File: config.mk
export PLATFORM = sky130hd
export DESIGN_NAME = div_iter
export DESIGN_NICKNAME = d
export VERILOG_FILES = /design/src/rtl/div_iter.sv
export SDC_FILE = /design/constraint.sdc
export NUM_CORES = 1
export LEC_CHECK = 0
export CORE_ASPECT_RATIO = 1.75
export CORE_MARGIN = 5
export CORE_UTILIZATION = 36
export CTS_CLUSTER_DIAMETER = 100
export DETAILED_ROUTE_END_ITERATION = 7
export PLACE_DENSITY = 0.62
export SYNTH_ARGS = -nofsm -noshare
export SYNTH_HDL_FRONTEND = slang
export SYNTH_SLANG_ARGS = --single-unit
File: constraint.sdc
create_clock -name clk -period 4.85 [get_ports clk]
set_input_delay 1.2125 -clock clk [delete_from_list [all_inputs] [get_ports clk]]
set_output_delay 1.2125 -clock clk [all_outputs]
set_load 0.02 [all_outputs]
File: src/rtl/div_iter.sv
// div_iter: sequential signed divider, one restoring quotient bit per cycle, sign fix-up at the end
module div_iter #(
  parameter int WIDTH = 32
) (
  input  logic             clk,
  input  logic             reset,
  input  logic             start,
  input  logic [WIDTH-1:0] a,
  input  logic [WIDTH-1:0] b,
  output logic [WIDTH-1:0] hi,
  output logic [WIDTH-1:0] lo,
  output logic             busy,
  output logic             done,
  output logic             div_zero
);
  localparam int CW = $clog2(WIDTH);
  typedef enum logic [1:0] {IDLE, RUN, FIX} stateT;
  stateT state, nextState;
  logic [CW-1:0] count;
  logic [WIDTH-1:0] dvd, dvs, rem, remShift;
  logic aSign, qSign, goRun, lastIter, fits;
  assign goRun = start && (b != '0);
  assign lastIter = count == CW'(WIDTH - 1);
  assign remShift = {rem[WIDTH-2:0], dvd[WIDTH-1]};
  assign fits = remShift >= dvs;
  always_ff @(posedge clk)
    state <= reset ? IDLE : nextState;
  always_comb
    nextState = state == IDLE ? (goRun ? RUN : IDLE) :
                state == RUN  ? (lastIter ? FIX : RUN) : IDLE;
  always_comb
    busy = state == RUN;
  // dvd doubles as the quotient register: dividend bits shift out as quotient bits shift in
  always_ff @(posedge clk) begin
    if (reset) begin
      hi <= '0;
      lo <= '0;
      done <= 1'b0;
      div_zero <= 1'b0;
      count <= '0;
      dvd <= '0;
      dvs <= '0;
      rem <= '0;
      aSign <= 1'b0;
      qSign <= 1'b0;
    end else begin
      done <= state == FIX;
      div_zero <= state == IDLE && start && b == '0;
      if (state == IDLE && goRun) begin
        dvd <= a[WIDTH-1] ? -a : a;
        dvs <= b[WIDTH-1] ? -b : b;
        aSign <= a[WIDTH-1];
        qSign <= a[WIDTH-1] ^ b[WIDTH-1];
        rem <= '0;
        count <= '0;
      end
      if (state == RUN) begin
        rem <= fits ? remShift - dvs : remShift;
        dvd <= {dvd[WIDTH-2:0], fits};
        count <= count + 1'b1;
      end
      if (state == FIX) begin
        lo <= qSign ? -dvd : dvd;
        hi <= aSign ? -rem : rem;
      end
    end
  end
endmodule

==> run summary <==
Die Y -> 237 um
Worst-path clk slew -> 70 ps
DR WL/cell -> 18.5 um
first-pass GRT wire length -> 53800 um
post_cts resized -> 0
status -> complete, no violations
Worst Setup Start Kind -> input pin
Synth Cell Area -> 10600 um2
slowest CP cell -> or4_4
setup_tns -> 0 ps
Ant. Diodes -> 0
Worst Setup EP -> dvd[29]
Detail Route Antenna Nets -> 0
ys flop type -> dfxtp_1
Root Buffer -> clkbuf_16
synth unique cells -> 65
via/cell ratio -> 5.51
CP Capture Type -> register
CP Launch Point -> a[4]
io pins -> 134
initial core utilization -> 36.3%
cell mode on critical path -> or4_4
Pleak -> 0.00480 uW
Tcrit/Tclk final -> 85.6%
Int Power -> 2610 uW
CTS tree -> done
Async SR Flop Fraction -> 0%
htree depth -> 4
worst-path maximum fanout -> 5
yosys warns -> 0
CP Data Required Time -> 5150 ps
Skew-Pair Late Insertion Delay -> 440 ps
Crit Reg-Reg Endpoint -> rem[0]
post-route insts no fill -> 1820
fmax -> 241 MHz
Post-Syn Instances -> 1339
EDFF count, synth -> 0
final setup fails -> 0
syn_area_per_cell -> 7.94 um2
crit path time final -> 4150 ps
Routed WL -> 33800 um
Area Growth Syn to Fin -> 21.2%
slew margin rel. -> 28.8%
R2R depth -> 12
post-synthesis sequential area ratio -> 32.2%
Hold Violations, Final -> 0
sw frac -> 29.8%
post-synth top area cell -> dfxtp_1
hpwl dp -> 26400 um
Core Area -> 29300 um2
worst-path cell chain -> clkdlybuf4s50_1, or3_4, or4_4, nand3b_4, or4_4, or4_4, o41ai_4, xnor2_1, a222oi_1, nor2_1
Psw -> 1100 uW
# hold bufs at CTS -> 0
grt ovf -> 0
Cell Rows -> 83
Flop pwr share -> 41.1%
unrepaired setup endpoints after global routing -> false
Pwr Total -> 3710 uW
r2r startpoint -> rem[10]
placed inst area -> 12300 um2
worst vdd ir -> 0.000261 V
PwrDens -> 288 nW/um2
port bufs -> 133
DR vias -> 10000
design area -> 12900 um2
top post-synthesis cells by count -> dfxtp_1 (171), nor2_1 (169), nand2_1 (115)
worst-margin pin slew -> 1070 ps
cell with the most instances after synthesis -> dfxtp_1
Max Cap Viol -> 0
die area -> 33200 um2
critical path class -> input pin to register
FF-to-FF setup slack -> 1140 ps
clk_skew -> 8.41 ps
fraction of layout cells with a size suffix above 1 -> 5.08%
worst min path class -> register to register
TritonRoute pass-1 iters -> 6
share of the synthesized area in the top cell type -> 32.2%
cts bufs inserted -> 17
max incr delay on CP -> 520 ps
Remaining DRCs -> 0
maximum number of pins on one net before global-route repair -> 78
vias in the first global route -> 10100
syn_nets -> 1445
combinational share of power -> 20.1%
Detailed Route Iter0 Violations -> 647
# clock sinks -> 171
Final GP Congestion -> 0.910
Post CTS Setup Buffer Count -> 0
Placed Cells -> 1788
max-slew violations -> 0
main area contributors after synthesis -> dfxtp_1 (32%), xor2_1 (7.7%), a211oi_1 (6.7%)
clock buffer depth -> 2
Overall Global Routing Usage -> 20.1%
initial antenna violation count -> 0
Die X -> 140 um
Clock power frac -> 38.8%
Data arrival, critical path -> 4460 ps
Synth Register Bits -> 171
Net count, final -> 1531
-- cells by family (layout without fill, tap and decap cells) --
group / after synthesis / count (layout) / synth area share (%)
simple gates: 431 / 431 / 19.0
compound gates: 415 / 415 / 26.5
flops: 171 / 171 / 32.2
xor+xnor: 141 / 141 / 11.6
buf+inv: 133 / 232 / 5.24
fa+ha+maj: 39 / 39 / 4.66
mux: 9 / 9 / 0.847
-- cells in the final DEF (no fill, tap or decap), types with 11 or more instances in the layout --
master and n:
nand3_1 14, o41ai_1 14, nor4_1 11, or3_1 27
a222oi_1 16, xor2_1 93, a211oi_1 94, buf_4 15
xnor2_1 48, clkbuf_16 17, o31ai_1 29, or4_1 17
ha_1 38, nor3_1 13, inv_1 50, o21ai_0 85
nor2_1 168, dfxtp_1 171, a21oi_1 83, a21o_1 16
o21bai_1 11, nand2b_1 15, clkdlybuf4s50_1 132, nand2_1 115
-- per-layer routing --
layer  vias to the layer above  track usage, %  wire length, um
met1                      4731            18.1            11200
met2                       211            41.9            19700
met5                         -               0                0
met4                         0            10.6             1850
met3                        71            2.84              960
li1                       5021               -                -
-- critical path, delay by kind of cell --
kind,cells,cell delay [ps]
AND/OR/NAND/NOR,6,2140
AO/OA/AOI/OAI,2,530
XOR/XNOR,1,90
buffers and inverters,1,470
-- final cells by class --
class / count / area, um2
Sequential cell: 171 / 3420
Multi-Input combinational cell: 1035 / 6680
Clock inverter: 12 / 163
Inverter: 50 / 188
Fill cell: 3003 / 16400
Timing Repair Buffer: 150 / 1490
Tap cell: 382 / 478
Clock buffer: 20 / 457
-- power by group through the flow --
stage / clock (uW) / sequential, uW / combinational [uW]
after floorplan: 0 / 1520 / 521
after global placement: 0 / 1550 / 740
after detailed placement: 0 / 1560 / 745
after CTS: 1470 / 1520 / 749
after global routing: 1520 / 1530 / 824
final: 1440 / 1520 / 745
-- registers in the layout (all words and copies together) (netlist names) --
register and cells:
dvd 32, dvs 32, hi 32, lo 32, rem 32, count 5
state 2, aSign 1, div_zero 1, done 1, qSign 1
-- metrics by stage --
step / worst slack (ps) / hold slack, ps / utilization, %
after floorplan: 933 / 440 / -
after global placement: 256 / 447 / 41.9
after detailed placement: 247 / 449 / 41.9
after CTS: 695 / 457 / 44.0
after global routing: 551 / 475 / 44.0
final: 696 / 457 / 44.0
-- worst min-delay path by stage --
stage	cells after the start	start	slack (ps)	to
global placement	2	lo[26]	450	lo[26]
floorplan	2	dvs[0]	440	dvs[0]
finish	2	hi[12]	460	hi[12]
detailed placement	2	hi[12]	450	hi[12]
CTS	2	hi[12]	460	hi[12]
global route	2	hi[12]	470	hi[12]
Power figures use the tool's default switching activity.
